$ cat config.mk
export PLATFORM = sky130hd
export DESIGN_NAME = fir_polyphase_tx_iq
export DESIGN_NICKNAME = d
export VERILOG_FILES = /design/src/rtl/fir_polyphase_tx_iq.sv
export SDC_FILE = /design/constraint.sdc
export NUM_CORES = 1
export LEC_CHECK = 0
export ABC_AREA = 1
export CAP_MARGIN = 15
export CORE_UTILIZATION = 38
export DETAILED_ROUTE_END_ITERATION = 12
export HOLD_SLACK_MARGIN = 0.08
export PLACE_DENSITY = 0.52
export SYNTH_ARGS = -nofsm -noshare
export SYNTH_HDL_FRONTEND = slang
export SYNTH_SLANG_ARGS = --single-unit
export TNS_END_PERCENT = 20
$ cat constraint.sdc
create_clock -name clock -period 11.9 [get_ports clock]
set_input_delay 3.57 -clock clock [delete_from_list [all_inputs] [get_ports clock]]
set_output_delay 3.57 -clock clock [all_outputs]
set_load 0.005 [all_outputs]
$ cat src/rtl/fir_polyphase_tx_iq.sv
// Dual-channel (I/Q) polyphase transmit pulse-shaping filter for 1-bit symbol
// streams. The phase counter is internal. Coefficients live in a double-buffered
// bank: writes go to the shadow bank, and a swap request copies shadow to active
// at the next symbol boundary.
module fir_polyphase_tx_iq #(
    parameter int OS         = 4,
    parameter int N_SYM      = 6,
    parameter int NB_COEFF   = 8,
    parameter int NBF_COEFF  = 6,
    parameter int NB_OUTPUT  = 8,
    parameter int NBF_OUTPUT = 6
) (
    input  logic                         clock,
    input  logic                         i_reset,
    input  logic                         i_enable,
    input  logic                         i_data_i,
    input  logic                         i_data_q,
    input  logic                         i_coef_we,
    input  logic [$clog2(OS*N_SYM)-1:0]  i_coef_addr,
    input  logic signed [NB_COEFF-1:0]   i_coef_data,
    input  logic                         i_coef_swap,
    output logic                         o_sym_req,
    output logic                         o_swap_pending,
    output logic [$clog2(OS)-1:0]        o_phase,
    output logic                         o_valid,
    output logic signed [NB_OUTPUT-1:0]  o_out_fir_i,
    output logic signed [NB_OUTPUT-1:0]  o_out_fir_q
);

    localparam int N_TAP   = OS * N_SYM;
    localparam int NB_ADD  = NB_COEFF + $clog2(N_SYM) + 1;
    localparam int NB_PH   = $clog2(OS);
    localparam int NB_ADDR = $clog2(N_TAP);
    localparam int NB_SIDX = $clog2(N_SYM);
    localparam int DROP    = NBF_COEFF - NBF_OUTPUT;

    localparam logic [NB_PH-1:0]         PH_LAST = NB_PH'(OS - 1);
    localparam logic signed [NB_ADD-1:0] SAT_HI  = NB_ADD'(2 ** (NB_OUTPUT - 1) - 1);
    localparam logic signed [NB_ADD-1:0] SAT_LO  = NB_ADD'(-(2 ** (NB_OUTPUT - 1)));

    logic [NB_PH-1:0]            phase;
    logic [N_SYM-1:0]            sr_i;
    logic [N_SYM-1:0]            sr_q;
    logic signed [NB_COEFF-1:0]  coef_shadow [N_TAP];
    logic signed [NB_COEFF-1:0]  coef_active [N_TAP];
    logic                        swap_pending;
    logic                        sym_boundary;
    logic                        apply_swap;
    logic signed [NB_ADD-1:0]    sum_i;
    logic signed [NB_ADD-1:0]    sum_q;
    logic signed [NB_ADD-1:0]    tap_ext;

    // Truncate the extra fractional bits (floor), then clamp to the output range.
    function automatic logic [NB_OUTPUT-1:0] quantise(input logic signed [NB_ADD-1:0] s);
        logic signed [NB_ADD-1:0] t;
        logic signed [NB_ADD-1:0] c;
        t = s >>> DROP;
        if (t > SAT_HI)
            c = SAT_HI;
        else if (t < SAT_LO)
            c = SAT_LO;
        else
            c = t;
        return c[NB_OUTPUT-1:0];
    endfunction

    assign sym_boundary   = i_enable && (phase == PH_LAST);
    // A swap pulse landing on the boundary edge itself is honoured at that edge.
    assign apply_swap     = sym_boundary && (swap_pending || i_coef_swap);
    assign o_sym_req      = sym_boundary;
    assign o_swap_pending = swap_pending;
    assign o_phase        = phase;

    // Phase counter: wraps naturally since OS is a power of two.
    always_ff @(posedge clock) begin
        if (i_reset)
            phase <= '0;
        else if (i_enable)
            phase <= phase + 1'b1;
    end

    // Symbol shift registers: bit 0 holds the newest symbol.
    always_ff @(posedge clock) begin
        if (i_reset) begin
            sr_i <= '0;
            sr_q <= '0;
        end else if (sym_boundary) begin
            sr_i <= {sr_i[N_SYM-2:0], i_data_i};
            sr_q <= {sr_q[N_SYM-2:0], i_data_q};
        end
    end

    // Coefficient banks and swap handshake; the copy reads pre-write shadow contents.
    always_ff @(posedge clock) begin
        if (i_reset) begin
            for (int unsigned t = 0; t < N_TAP; t++) begin
                coef_shadow[NB_ADDR'(t)] <= '0;
                coef_active[NB_ADDR'(t)] <= '0;
            end
            swap_pending <= 1'b0;
        end else begin
            if (apply_swap) begin
                for (int unsigned t = 0; t < N_TAP; t++)
                    coef_active[NB_ADDR'(t)] <= coef_shadow[NB_ADDR'(t)];
            end
            if (i_coef_we && (int'(i_coef_addr) < N_TAP))
                coef_shadow[i_coef_addr] <= i_coef_data;
            if (apply_swap)
                swap_pending <= 1'b0;
            else if (i_coef_swap)
                swap_pending <= 1'b1;
        end
    end

    // Polyphase sum: each symbol adds or subtracts its sign-extended tap for this phase.
    always_comb begin
        sum_i   = '0;
        sum_q   = '0;
        tap_ext = '0;
        for (int unsigned k = 0; k < N_SYM; k++) begin
            tap_ext = NB_ADD'(coef_active[NB_ADDR'(k * OS) + NB_ADDR'(phase)]);
            sum_i   = sr_i[NB_SIDX'(k)] ? (sum_i - tap_ext) : (sum_i + tap_ext);
            sum_q   = sr_q[NB_SIDX'(k)] ? (sum_q - tap_ext) : (sum_q + tap_ext);
        end
    end

    // Output register: one sample per enabled clock, valid tracks enable.
    always_ff @(posedge clock) begin
        if (i_reset) begin
            o_valid     <= 1'b0;
            o_out_fir_i <= '0;
            o_out_fir_q <= '0;
        end else begin
            o_valid <= i_enable;
            if (i_enable) begin
                o_out_fir_i <= quantise(sum_i);
                o_out_fir_q <= quantise(sum_q);
            end
        end
    end

endmodule

# After elaboration in Yosys (flattened, before gate mapping)
# Memories as Yosys holds them, arrays and structs flattened. A register that Yosys moved wholly into a read port is not among the register bits.
# Index checks and enable logic that the tools add are counted.
classes:
  addsub: 27
  order_cmp: 5
  eq_ne: 1
  n_mux: 53
  n_bitwise: 24
  reduce_logical: 6
ops:
  columns: ["op", "n"]
  rows:
  - ["$mux W8", 29]
  - ["$mux W12", 12]
  - ["$add A12 B8 Y12", 10]
  - ["$sub A12 B8 Y12", 10]
  - ["$gt A12 B8 Y1 const B", 2]
  - ["$lt A12 B8 Y1 const B", 2]
  - ["$or A1 B1 Y1", 24]
  - ["$mux W5", 3]
  - ["$add A4 B2 Y5 const A", 2]
  - ["$add A5 B2 Y5 const A", 2]
  - ["$mux W1", 9]
  - ["$sub A1 B8 Y9 const A", 1]
  - ["$reduce_or A8 Y1", 1]
  - ["$lt A5 B5 Y1 const B", 1]
  - ["$add A3 B2 Y4 const A", 1]
  - ["$logic_and A1 B1 Y1", 3]
  - ["$add A2 B1 Y2 const B", 1]
  - ["$eq A2 B2 Y1 const B", 1]
  - ["$reduce_or A2 Y1", 1]
  - ["$logic_or A1 B1 Y1", 1]
word_totals:
  register_bits: 32
  mem_bits_rw: 384
  input_bits: 20
  output_inout_bits: 21
  wordCells: 125
  mem_count: 2
mem_list:
  columns: ["memory", "depth", "width", "read_ports", "rd_clocked_by_memory_dff", "write_ports", "line_no", "rtl"]
  rows:
  - ["coef_active", 24, 8, 6, 1, 24, "45", "logic signed [NB_COEFF-1:0] coef_active [N_TAP];"]
  - ["coef_shadow", 24, 8, 24, 0, 24, "44", "logic signed [NB_COEFF-1:0] coef_shadow [N_TAP];"]

# Depth between registers and ports, before layout
logic_depth:
  depth_word: 15
  ltp_mapped: 49
  mapped_depth_nobuf: 47

# Worst setup path before layout
# No wires, ideal clock.
synth_timing:
  path_type: "input to register"
  start: "in i_enable"
  end: "mem coef_active[0][0], enable pin"
  setup_time_ns: 0.561
  arrival_time_ns: 8.111
  t_required_ns: 11.339
  slack_ns: 3.228
  path_stages: 5
  path_buffers: 1
  cell_sequence: "buf_2 -> nand2_1 -> inv_1 -> nand2_1 -> nand2_1"
synth_rtl:
  columns: ["element", "line_no", "rtl"]
  rows:
  - ["start: declaration", "15", "input logic i_enable,"]
  - ["end: declaration", "45", null]

# Final worst setup path
layout_timing:
  start: "in i_enable"
  end: "out o_sym_req"
layout_via:
  elab_chain_cells: 1
layout_lines:
  columns: ["element", "line_no", "rtl"]
  rows:
  - ["$logic_and A1 B1 Y1", "67", "assign sym_boundary = i_enable && (phase == PH_LAST);"]
  - ["end: declaration", "22", "output logic o_sym_req,"]
# No other way between the ends.

==> insert_results.sql <==
INSERT INTO impl_metrics (metric_group, metric, value, unit) VALUES
('timing', 'setup_violations', '0', ''),
('clock_network', 'insertion_delay', '0.58', 'ns'),
('synth', 'cell_taking_the_most_area_after_synthesis', 'edfxtp_1', ''),
('synth', 'yosysWarningCount', '0', ''),
('grt', 'grt_overflow', '0', ''),
('detailed_routing', 'wl', '58200', 'um'),
('clock_network', 'cts_max_level', '2', ''),
('clock_network', 'clock-sinks', '418', ''),
('critical_path', 'critical_path.reg2reg.endpoint', 'o_out_fir_i[0]', ''),
('floorplan', 'boundaryPins', '41', ''),
('synth', 'number_of_distinct_library_cells_after_synthesis', '50', ''),
('floorplan', 'coreArea', '60700', 'um2'),
('grt', 'grt_start_max_net_pins', '91', ''),
('synth', 'yosysSeqAreaShare', '0.520', ''),
('timing', 'finalMaxSlewViolations', '0', ''),
('layout', 'ff_latch_area', '12200', 'um2'),
('clock_network', 'clock-root-buffer', 'clkbuf_16', ''),
('detailed_routing', 'postRouteAntennaNets', '0', ''),
('floorplan', 'die_area', '62800', 'um2'),
('placed_design', 'io_buffer_count', '40', ''),
('job', 'cap_viol_max_count', '0', ''),
('floorplan', 'die-width', '251', 'um'),
('synth', 'synth-async-reset-ratio', '0', ''),
('synth', 'synth_top_area_share', '0.491', ''),
('clock_network', 'numCtsBuffers', '46', ''),
('timing', 'rsz_0062_raised_after_global_routing', 'no', ''),
('synth', 'post_synth_inst_count', '2663', ''),
('floorplan', 'die_height', '251', 'um'),
('placed_design', 'gp_routability_congestion', '0.842', ''),
('run_status', 'outcome', 'complete, no violations', ''),
('grt', 'wire_length_of_the_first_global_routing_pass', '90900', 'um'),
('grt', 'gr-usage-all-layers', '0.187', ''),
('timing', 'worst_max_slew_pin_slew', '1.13', 'ns'),
('critical_path', 'timing.setup.critical_path_class', 'primary input to primary output', ''),
('layout', 'area_delta_synth_final', '10.9', '%'),
('layout', 'area_taken_by_multi_input_logic_gates', '9450', 'um2'),
('layout', 'drive_gt1_frac', '0.0609', ''),
('clock_network', 'clkTransAtPathRegs', '0.06', 'ns'),
('synth', 'synth_top_flop_cell', 'edfxtp_1', ''),
('grt', 'grt_pass1_vias', '16500', ''),
('timing', 'maxSlewHeadroom', '0.241', ''),
('critical_path', 'r2r_slack', '3.47', 'ns'),
('critical_path', 'timing.critical_path.required', '8.33', 'ns'),
('layout', 'n_antenna_cell', '0', ''),
('clock_network', 'post_cts_resize_count', '0', ''),
('detailed_routing', 'routed-via-count', '17200', ''),
('critical_path', 'cp_max_fo', '26', ''),
('timing', 'hold_viol_final', '0', ''),
('floorplan', 'start_util', '0.387', ''),
('critical_path', 'endpoint', 'o_sym_req', ''),
('hold_path', 'hold_path.class', 'register to register', ''),
('grt', 'antenna_found_initial', '0', ''),
('critical_path', 'rr_startpoint', 'o_phase[0]', ''),
('critical_path', 'worstSetupEndpointType', 'primary output', ''),
('placed_design', 'detailedPlacementHpwl', '40000', 'um'),
('timing', 'fmax', '110', 'MHz'),
('layout', 'final_nets', '2824', ''),
('critical_path', 'cp-start-kind', 'primary input', ''),
('timing', 'finalCriticalPeriod', '9.13', 'ns'),
('detailed_routing', 'post_dr_wirelength_cell', '16.7', 'um'),
('critical_path', 'critPathArrivalTime', '5.56', 'ns'),
('critical_path', 'timing.critical_path.from', 'i_enable', ''),
('layout', 'n_fill_cell', '5903', ''),
('critical_path', 'ff2ff_path_depth', '44', ''),
('synth', 'mappedNetlistNets', '2805', ''),
('detailed_routing', 'via_per_inst', '4.92', ''),
('timing', 'layout_worst_path_cycle_share', '0.767', ''),
('clock_network', 'hold_buffers', '0', ''),
('synth', 'avgSynthCellArea', '8.82', 'um2'),
('synth', 'ys_top_cells_by_count', 'nand2_1, nor2_1, edfxtp_1', ''),
('synth', 'ys_seq_elements', '418', ''),
('detailed_routing', 'violation_count_after_the_first_detailed_route_iteration', '1246', ''),
('timing', 'clock-skew-final', '0.0160', 'ns'),
('synth', 'most_common_cell_in_the_netlist', 'nand2_1', ''),
('detailed_routing', 'post-route-drc-count', '0', ''),
('clock_network', 'post-cts-setup-buffer-count', '0', ''),
('timing', 'totalNegativeSetupSlack', '0', 'ns'),
('floorplan', 'rows', '90', ''),
('detailed_routing', 'drt-pass1-iter-count', '6', ''),
('synth', 'syn_area', '23500', 'um2'),
('clock_network', 'tritoncts', 'built', ''),
('clock_network', 'cts_max_path_buffers', '3', ''),
('synth', 'synth_edf_count', '384', ''),
('synth', 'synthTopCellsByArea', 'edfxtp_1, nand2_1, nor2_1', '');
[cell type report]
| type | count | area share |
|---|---|---|
| Sequential cell | 418 | 0.469 |
| Multi-Input combinational cell | 1768 | 0.363 |
| Inverter | 388 | 0.0559 |
| Clock buffer | 59 | 0.0468 |
| Tap cell | 782 | 0.0375 |
| Timing Repair Buffer | 60 | 0.0209 |
| Clock inverter | 18 | 0.00759 |
[layout by cell type, fill, tap and decap left out, drive strengths merged]
master	n
o221ai	1
buf	21
o22ai	1
nor3	18
and2	4
o21ai	153
a21oi	129
o311ai	1
o2111ai	2
nor2	458
dfxtp	34
a211oi	4
nand2	557
o21a	1
bufinv	3
edfxtp	384
ha	112
nand3	123
or2	11
inv	391
clkbuf	59
a21boi	2
o31ai	8
xnor2	43
nor4	1
o21bai	10
a31oi	7
a21o	15
a32oi	6
a32o	4
clkdlybuf4s50	39
clkinv	12
nand3b	5
nand4	8
o211ai	4
o22a	4
fa	10
xor2	66
[registers in the layout, indices dropped and copies added, names as in the netlist, named ones only]
signal and cells:
o_valid 1, o_phase 2, o_out_fir_q 8, sr_q 6, coef_active 192, coef_shadow 192, o_swap_pending 1, sr_i 6
o_out_fir_i 8
[per-stage QoR]
stage	hold slack (ns)	setup WS, ns	std cells	instance area [um2]	utilization
floorplan	0.462	3.23	2663	23500	-
global placement	0.456	2.74	3416	24600	0.406
finish	0.464	2.77	3493	26100	0.429
detailed placement	0.460	2.74	3416	24600	0.406
CTS	0.468	2.74	3493	26100	0.429
global route	0.493	2.58	3493	26100	0.429
[worst min-delay path by stage]
stage,startpoint,to,slack [ns],cells past startpoint
final,o_out_fir_q[0],o_out_fir_q[0],0.46,2
after global routing,o_out_fir_q[1],o_out_fir_q[1],0.49,2
after CTS,o_out_fir_q[0],o_out_fir_q[0],0.47,2
after detailed placement,o_out_fir_q[0],o_out_fir_q[0],0.46,2
after global placement,o_out_fir_i[7],o_out_fir_i[7],0.46,2
after floorplan,o_out_fir_i[7],o_out_fir_i[7],0.46,2
[layer usage]
| metal | vias up | share of wire | global-route usage |
|---|---|---|---|
| met3 | 74 | 0.045 | 0.0249 |
| met2 | 301 | 0.47 | 0.310 |
| met1 | 8096 | 0.47 | 0.254 |
| li1 | 8705 | - | - |
| met5 | - | 0 | 0 |
| met4 | 0 | 0.022 | 0.0561 |
[logic make-up (layout without fill, tap and decap cells)]
kind of cell    after synthesis  after routing  synth area share
simple gates               1185           1185             0.205
buf+inv                     477            525            0.0799
flops                       418            418             0.520
compound gates              352            352            0.0870
fa+ha+maj                   122            122            0.0682
xor+xnor                    109            109            0.0406
[critical path, stage by stage]
cell	delay [ns]
clkdlybuf4s50_1	0.89
nand2_1	0.10
buf_4	0.26
inv_1	0.18
clkdlybuf4s50_1	0.53
Power is not shown: default switching activity piles up to over one toggle a cycle in this logic, so the estimate is an artifact.
